$ cat config.mk
export PLATFORM = sky130hd
export DESIGN_NAME = pool_line_buffer_flat
export DESIGN_NICKNAME = d
export VERILOG_FILES = /design/src/rtl/pool_line_buffer_if.sv /design/src/rtl/pool_line_buffer.sv /design/src/flat_wrapper.sv
export SDC_FILE = /design/constraint.sdc
export NUM_CORES = 1
export LEC_CHECK = 0
export CORE_AREA = 5 5 201 281
export DETAILED_ROUTE_END_ITERATION = 8
export DIE_AREA = 0 0 206 286
export PLACE_DENSITY = 0.83
export SLEW_MARGIN = 20
export SYNTH_ARGS = -nofsm -noshare
export SYNTH_HDL_FRONTEND = slang
export SYNTH_SLANG_ARGS = --single-unit
$ cat constraint.sdc
create_clock -name clk -period 10.3 [get_ports clk]
set_input_delay 1.545 -clock clk [delete_from_list [all_inputs] [get_ports clk]]
set_output_delay 1.545 -clock clk [all_outputs]
set_load 0.01 [all_outputs]
$ cat src/rtl/pool_line_buffer_if.sv
// pool_line_buffer_if: raster pixel stream in, flattened pooling window out
interface pool_line_buffer_if #(
   parameter int Kh        = 3,
   parameter int Kw        = 3,
   parameter int Pin       = 2,
   parameter int BIT_WIDTH = 8
);
   logic                           in_valid;
   logic [Pin*BIT_WIDTH-1:0]       in_data;
   logic                           pool_en;
   logic [Pin*Kh*Kw*BIT_WIDTH-1:0] pool_data;
   logic                           frame_done;
   modport master (output in_valid, in_data, input pool_en, pool_data, frame_done);
   modport slave  (input in_valid, in_data, output pool_en, pool_data, frame_done);
endinterface

$ cat src/rtl/pool_line_buffer.sv
// pool_line_buffer: line-buffered Kh x Kw strided window generator feeding the pool stage
module pool_line_buffer #(
   parameter int Kh        = 3,
   parameter int Kw        = 3,
   parameter int Pin       = 2,
   parameter int BIT_WIDTH = 8,
   parameter int IMG_W     = 16,
   parameter int IMG_H     = 16,
   parameter int STRIDE    = 2
) (
   input  logic               clk,
   input  logic               rst,
   pool_line_buffer_if.slave  bus
);
   localparam int PW  = Pin * BIT_WIDTH;
   localparam int WW  = Pin * Kh * Kw * BIT_WIDTH;
   localparam int LBN = (Kh > 1) ? Kh - 1 : 1;
   localparam int CW  = (IMG_W > 1) ? $clog2(IMG_W) : 1;
   localparam int RW  = (IMG_H > 1) ? $clog2(IMG_H) : 1;
   localparam logic [CW-1:0] LAST_C = CW'(IMG_W - 1);
   localparam logic [RW-1:0] LAST_R = RW'(IMG_H - 1);

   logic [CW-1:0] r_col;
   logic [RW-1:0] r_row;
   logic [PW-1:0] r_lb  [LBN][IMG_W];
   logic [PW-1:0] r_win [Kh][Kw];
   logic          r_pool_en;
   logic          r_frame_done;
   logic [WW-1:0] r_pool_data;
   logic [PW-1:0] w_colv [Kh];
   logic [PW-1:0] w_win  [Kh][Kw];
   logic [WW-1:0] w_flat;
   logic          w_last_c;
   logic          w_last_r;
   logic          w_emit;

   assign bus.pool_en    = r_pool_en;
   assign bus.pool_data  = r_pool_data;
   assign bus.frame_done = r_frame_done;

   // current column: stored rows oldest first, the live pixel as the newest row
   always_comb begin
      for (int r = 0; r < Kh - 1; r++) w_colv[r] = r_lb[r][r_col];
      w_colv[Kh-1] = bus.in_data;
   end

   // next window: shift left by one column, new column enters at c=Kw-1
   always_comb begin
      for (int r = 0; r < Kh; r++) begin
         for (int c = 0; c < Kw - 1; c++) w_win[r][c] = r_win[r][c+1];
         w_win[r][Kw-1] = w_colv[r];
      end
   end

   // flatten channel-major so each channel's Kh x Kw block is contiguous
   always_comb begin
      w_flat = '0;
      for (int p = 0; p < Pin; p++)
         for (int r = 0; r < Kh; r++)
            for (int c = 0; c < Kw; c++)
               w_flat[((p*Kh*Kw)+r*Kw+c)*BIT_WIDTH +: BIT_WIDTH] = w_win[r][c][p*BIT_WIDTH +: BIT_WIDTH];
   end

   // emit only full windows on the stride grid; col gating keeps rows from mixing
   always_comb begin
      w_last_c = r_col == LAST_C;
      w_last_r = r_row == LAST_R;
      w_emit   = bus.in_valid && int'(r_row) >= Kh - 1 && int'(r_col) >= Kw - 1 &&
                 (int'(r_row) - (Kh - 1)) % STRIDE == 0 && (int'(r_col) - (Kw - 1)) % STRIDE == 0;
   end

   // raster position counters and registered outputs
   always_ff @(posedge clk) begin
      if (rst) begin
         r_col        <= '0;
         r_row        <= '0;
         r_pool_en    <= 1'b0;
         r_frame_done <= 1'b0;
         r_pool_data  <= '0;
      end else begin
         r_pool_en    <= w_emit;
         r_frame_done <= bus.in_valid && w_last_c && w_last_r;
         if (w_emit) r_pool_data <= w_flat;
         if (bus.in_valid) begin
            r_col <= w_last_c ? '0 : r_col + CW'(1);
            if (w_last_c) r_row <= w_last_r ? '0 : r_row + RW'(1);
         end
      end
   end

   // pixel storage is unreset: every sample is rewritten before it can be emitted
   always_ff @(posedge clk) begin
      if (bus.in_valid && !rst) begin
         for (int r = 0; r < Kh - 1; r++) r_lb[r][r_col] <= w_colv[r+1];
         for (int r = 0; r < Kh; r++)
            for (int c = 0; c < Kw; c++) r_win[r][c] <= w_win[r][c];
      end
   end
endmodule
$ cat src/flat_wrapper.sv
// flat-port wrapper written by rule: the top's interface ports become plain ports
module pool_line_buffer_flat 
#(
   parameter int Kh        = 3,
   parameter int Kw        = 3,
   parameter int Pin       = 2,
   parameter int BIT_WIDTH = 8,
   parameter int IMG_W     = 16,
   parameter int IMG_H     = 16,
   parameter int STRIDE    = 2
)
  (clk, rst, bus_in_valid, bus_in_data, bus_pool_en, bus_pool_data, bus_frame_done);
  pool_line_buffer_if #(.Kh(Kh), .Kw(Kw), .Pin(Pin), .BIT_WIDTH(BIT_WIDTH)) bus_i ();
  input  logic clk;
  input  logic rst;
  input wire logic [$bits(bus_i.in_valid)-1:0] bus_in_valid;
  input wire logic [$bits(bus_i.in_data)-1:0] bus_in_data;
  output wire logic [$bits(bus_i.pool_en)-1:0] bus_pool_en;
  output wire logic [$bits(bus_i.pool_data)-1:0] bus_pool_data;
  output wire logic [$bits(bus_i.frame_done)-1:0] bus_frame_done;
  assign bus_i.in_valid = bus_in_valid;
  assign bus_i.in_data = bus_in_data;
  assign bus_pool_en = bus_i.pool_en;
  assign bus_pool_data = bus_i.pool_data;
  assign bus_frame_done = bus_i.frame_done;
  pool_line_buffer #(.Kh(Kh), .Kw(Kw), .Pin(Pin), .BIT_WIDTH(BIT_WIDTH), .IMG_W(IMG_W), .IMG_H(IMG_H), .STRIDE(STRIDE)) u_core (.clk(clk), .rst(rst), .bus(bus_i));
endmodule
# --- Yosys cells after proc, flatten, opt, wreduce, memory -nomap -nowiden ---
# Memories as Yosys holds them, arrays and structs flattened.
# Cells that the tools add are included.
# Widths: inputs -> output; s select.
word_totals:
  input_bits: 19
  latch_bits: 0
  mem_count: 2
  mem_bits_rw: 656
  output_inout_bits: 146
  elab_cells: 45
  rom_bits: 0
  ff_bits: 154
memory_table:
  columns: ["name", "words", "word_bits", "rd", "rd_ports_with_merged_regs", "wr", "line", "source"]
  rows:
  - ["u_core.r_lb", 2, 256, 2, 0, 2, "pool_line_buffer.sv:25", "logic [PW-1:0] r_lb [LBN][IMG_W];"]
  - ["u_core.r_win", 3, 48, 3, 0, 3, "pool_line_buffer.sv:26", "logic [PW-1:0] r_win [Kh][Kw];"]
op_classes:
  div_mod_pow: 0
  muxes: 13
  n_lt_le_gt_ge: 4
  bitwise: 3
  n_reduce_logical: 12
  addsub: 4
  shift: 0
  n_eq_ne: 2
  n_mul: 0
ops:
  columns: ["op", "count"]
  rows:
  - ["$mux 256", 1]
  - ["$bmux 16 s4", 2]
  - ["$mux 16", 5]
  - ["$demux 16 s4", 1]
  - ["$logic_not 32->1", 2]
  - ["$sub 4x2->5 const B", 2]
  - ["$add 4x1->4 const B", 2]
  - ["$eq 4x4->1 const B", 2]
  - ["$ge 4x2->1 const B", 2]
  - ["$logic_and 1x1->1", 8]
  - ["$mux 4", 2]
  - ["$ge 5x5->1 const B", 1]
  - ["$lt 5x1->1 const B", 1]
  - ["$not 4->5", 1]
  - ["$and 1x1->1", 2]
  - ["$mux 1", 2]
  - ["$reduce_and 2->1", 1]
  - ["$logic_not 1->1", 1]

# --- Logic depth before layout (Yosys ltp) ---
logic_depth:
  word_depth: 6
  mapped_depth: 10
  ltp_nobuf: 5

# --- Least setup slack after synthesis ---
# No wires, ideal clock.
synth_path:
  kind: "input port to flip-flop"
  start: "in rst"
  end: "mem u_core.r_lb[0][192] (netlist name) (enable)"
  slack_ps: 749
  required_ps: 9839
  arrival_ps: 9090
  path_stages: 4
  path_cell_list: "clkbuf_1 > nor2b_1 > nand2_1 > nor3_1"
synth_rtl:
  columns: ["element", "line", "source"]
  rows:
  - ["start: declaration", "flat_wrapper.sv:15", "input logic rst;"]
  - ["end: declaration", "pool_line_buffer.sv:25", null]

# --- Worst setup path in the final report ---
layout_path:
  start: "in bus_in_valid"
  end: "reg u_core.r_pool_data[89] (netlist: u_core.bus.pool_data[89])"
layout_via:
  elab_chain_len: 4
layout_lines:
  columns: ["element", "line", "source"]
  rows:
  - ["start: declaration", "flat_wrapper.sv:16", "input wire logic [$bits(bus_i.in_valid)-1:0] bus_in_valid;"]
  - ["$logic_and 1x1->1 (3 in series)", "pool_line_buffer.sv:68", "w_emit = bus.in_valid && int'(r_row) >= Kh - 1 && int'(r_col) >= Kw - 1 &&"]
  - ["$logic_and 1x1->1", "pool_line_buffer.sv:69", "(int'(r_row) - (Kh - 1)) % STRIDE == 0 && (int'(r_col) - (Kw - 1)) % STRIDE == 0;"]
  - ["end signal: assignment", "pool_line_buffer.sv:83", "if (w_emit) r_pool_data <= w_flat;"]
  - ["end: declaration", "pool_line_buffer.sv:29", "logic [WW-1:0] r_pool_data;"]
# No other way between the ends.
# A chain may end at the register's enable or synchronous reset.

==> flow_summary.json <==
{
  "status": "complete, no violations",
  "period_minus_slack_ps": 4517,
  "synth_compound_gate_area_share": 0.07070,
  "cp_data_required_time_ps": 10770,
  "cts_root_buf": "clkbuf_16",
  "clk_latency_ps": 590,
  "skew_ps": 21.04,
  "ys_warn_count": 0,
  "pin_count": 165,
  "portBuffers": 164,
  "arrival_ps": 4990,
  "rsz0062_at_grt": "false",
  "slew_headroom": 0.1753,
  "synth-simple-area-share": 0.03563,
  "synth_fa_ha_area_frac": 0.002569,
  "finalNonFillerCells": 2509,
  "cap_viol_max_count": 0,
  "die_h_um": 286,
  "grt_overflow": 0,
  "postCtsResizedCells": 0,
  "power_density_mw_per_mm2": 183.9,
  "cts_sinks": 762,
  "gr-usage-all-layers": 0.2388,
  "hpwl_um": 40680,
  "dp.cells": 2384,
  "hold_path.class": "reg2reg",
  "die_w_um": 206,
  "cts_tree": "yes",
  "startpoint": "bus_in_valid",
  "clk_path_buf_depth": 3,
  "synth_top_family_by_area": "multiplexers",
  "stdcell_area_mm2": 0.03381,
  "wl_per_cell_um": 28.78,
  "synthArstFlopShare": 0,
  "crit_top_cell": "buf_4",
  "grt_first_pass_wirelength_um": 106000,
  "vias_per_cell": 6.659,
  "worst_pin_slew_ps": 1213,
  "ys_ff_latch": 762,
  "grt_max_degree": 129,
  "slew_violations": 0,
  "syn_area_per_cell_um2": 18.09,
  "path_max_fanout": 72,
  "hp-start": "u_core.r_win[1][2]$_DFFE_PP_",
  "start_kind": "input pin",
  "postCtsSetupBuffers": 0,
  "die-area_mm2": 0.05892,
  "final.setup.tns_ps": 0,
  "crit_chain": "clkdlybuf4s50_1 > nor3b_4 > buf_4 > buf_4 > nand4_4 > o221ai_1",
  "reg2reg_from": "u_core.r_col[1]$_SDFFE_PP0P_",
  "nets": 1761,
  "synth_flop_cell": "edfxtp_1",
  "cts_max_level": 3,
  "gp_congestion": 0.8133,
  "syn_area_mm2": 0.02922,
  "diodes": 0,
  "routed_wl_um": 72200,
  "setup_viol": 0,
  "post-route-period-util": 0.4386,
  "vias": 16710,
  "core_mm2": 0.05371,
  "hold_viol_final": 0,
  "synthCells": 1615,
  "initial_core_util": 0.5440,
  "p_leak_nw": 10.42,
  "cts_buffers": 66,
  "synth_edf_count": 608,
  "layout_setup_ws_ps": 5783,
  "ys_seq_area_frac": 0.7304,
  "rows": 101,
  "drive_above_1_share": 0.1756,
  "firstDrtPassIters": 5,
  "dp_slack_ps": 5420,
  "synthMuxAreaShare": 0.1319,
  "critPathMaxStageDelay_ps": 820,
  "path_class": "in2reg",
  "ant_nets": 0,
  "post_dp_cell_area_mm2": 0.03149,
  "clkTransAtPathRegs_ps": 60,
  "drc": 0,
  "synth_cell_types": 41,
  "ir_drop_mv": 0.1255,
  "antenna_found_initial": 1,
  "cts_hold_buf": 0,
  "synth_xor_area_frac": 0.0005995,
  "endpoint_kind": "flop",
  "timing.fmax_mhz": 221.4,
  "crit_slowest_cell": "nand4_4",
  "grt_pass1_vias": 16680,
  "syn_nets": 1640,
  "area_growth_pct": 15.72,
  "drt_iter0_drc": 2214
}
## layout make-up
cell class | count | area [um^2]
Multi-Input combinational cell | 695 | 7268
Tap cell | 721 | 902.1
Fill cell | 3486 | 19900
Timing Repair Buffer | 206 | 2115
Sequential cell | 762 | 21350
Inverter | 5 | 20.02
Clock buffer | 97 | 1916
Clock inverter | 23 | 240.2
## registers in the layout (all words and copies together), names as in the netlist
name                   count
u_core.bus.frame_done      1
u_core.bus.pool_data     144
u_core.bus.pool_en         1
u_core.r_col               4
u_core.r_lb              512
u_core.r_row               4
u_core.r_win              96
## worst paths after layout
kind | depth (start not counted) | slack [ps] | endpoint
hold / removal | 0 | 450 | u_core.r_win[1][18]$_DFFE_PP_
setup reg to reg | 5 | 6210 | u_core.r_lb[0][61]$_DFFE_PP_
setup / recovery | 6 | 5780 | u_core.bus.pool_data[89]$_SDFFE_PP0P_
hold reg to reg | 0 | 450 | u_core.r_win[1][18]$_DFFE_PP_
## per-stage QoR
stage          power (mW)    util  hold WS (ps)
5_1_grt             6.401  0.6295         455.5
3_3_place_gp        3.767  0.5843         431.8
6_report            6.219  0.6295         448.6
2_1_floorplan       3.676       -         426.0
4_1_cts             6.229  0.6264         447.4
3_5_place_dp        3.782  0.5862         432.5
## per-layer routing
layer  part of all wire  GRT usage  vias to the layer above
li1                   -          -                     6923
met1               0.34     0.2979                     8440
met2               0.53     0.4153                     1121
met3              0.092    0.04139                      221
met4              0.043    0.09554                        2
met5            0.00025          0                        -
## worst max-delay path, delay by kind of cell
family / cells / cell delay (ps)
buffers and inverters: 3 / 1740
AND/OR/NAND/NOR: 2 / 1060
AO/OA/AOI/OAI: 1 / 510
## where the power goes
group,internal (mW),switching [mW],total (mW),leakage [nW]
sequential,3.38,0.0159,3.39,6.76
combinational,0.0927,0.242,0.335,2.61
clock,1.42,1.07,2.49,1.06
## synth_stat cells, types with 14 or more instances
| cell type | instances | area share |
|---|---|---|
| a21oi_1 | 116 | 0.020 |
| buf_2 | 57 | 0.0098 |
| buf_6 | 15 | 0.0058 |
| clkbuf_1 | 59 | 0.0076 |
| dfxtp_1 | 154 | 0.11 |
| edfxtp_1 | 608 | 0.62 |
| mux2i_1 | 97 | 0.033 |
| mux4_2 | 128 | 0.099 |
| nand4_1 | 114 | 0.024 |
| nor2_1 | 16 | 0.0021 |
| o221ai_1 | 22 | 0.0066 |
| o311ai_0 | 18 | 0.0054 |
| o311ai_1 | 14 | 0.0042 |
| o31ai_1 | 112 | 0.029 |
## logic make-up (layout without fill, tap and decap cells)
| logic type | Yosys count | after routing |
|---|---|---|
| compound gates | 295 | 295 |
| simple gates | 167 | 167 |
| fa+ha+maj | 6 | 6 |
| xor+xnor | 2 | 2 |
| mux | 225 | 225 |
| buf+inv | 158 | 331 |
| flops | 762 | 762 |
## placed cells by master, fill, tap and decap left out, types with 9 or more instances in the layout
master             n
a21oi_1          116
buf_4             33
clkbuf_1          23
clkbuf_16         72
clkdlybuf4s50_1  163
clkinv_2          12
dfxtp_1          151
edfxtp_1         608
mux2i_1           86
mux4_2           128
nand2_1            9
nand4_1          114
nor2_4            12
o221ai_1          22
o221ai_2          10
o311ai_0          18
o311ai_1          14
o31ai_1          112
No activity file was read; power rests on OpenSTA's default activity.
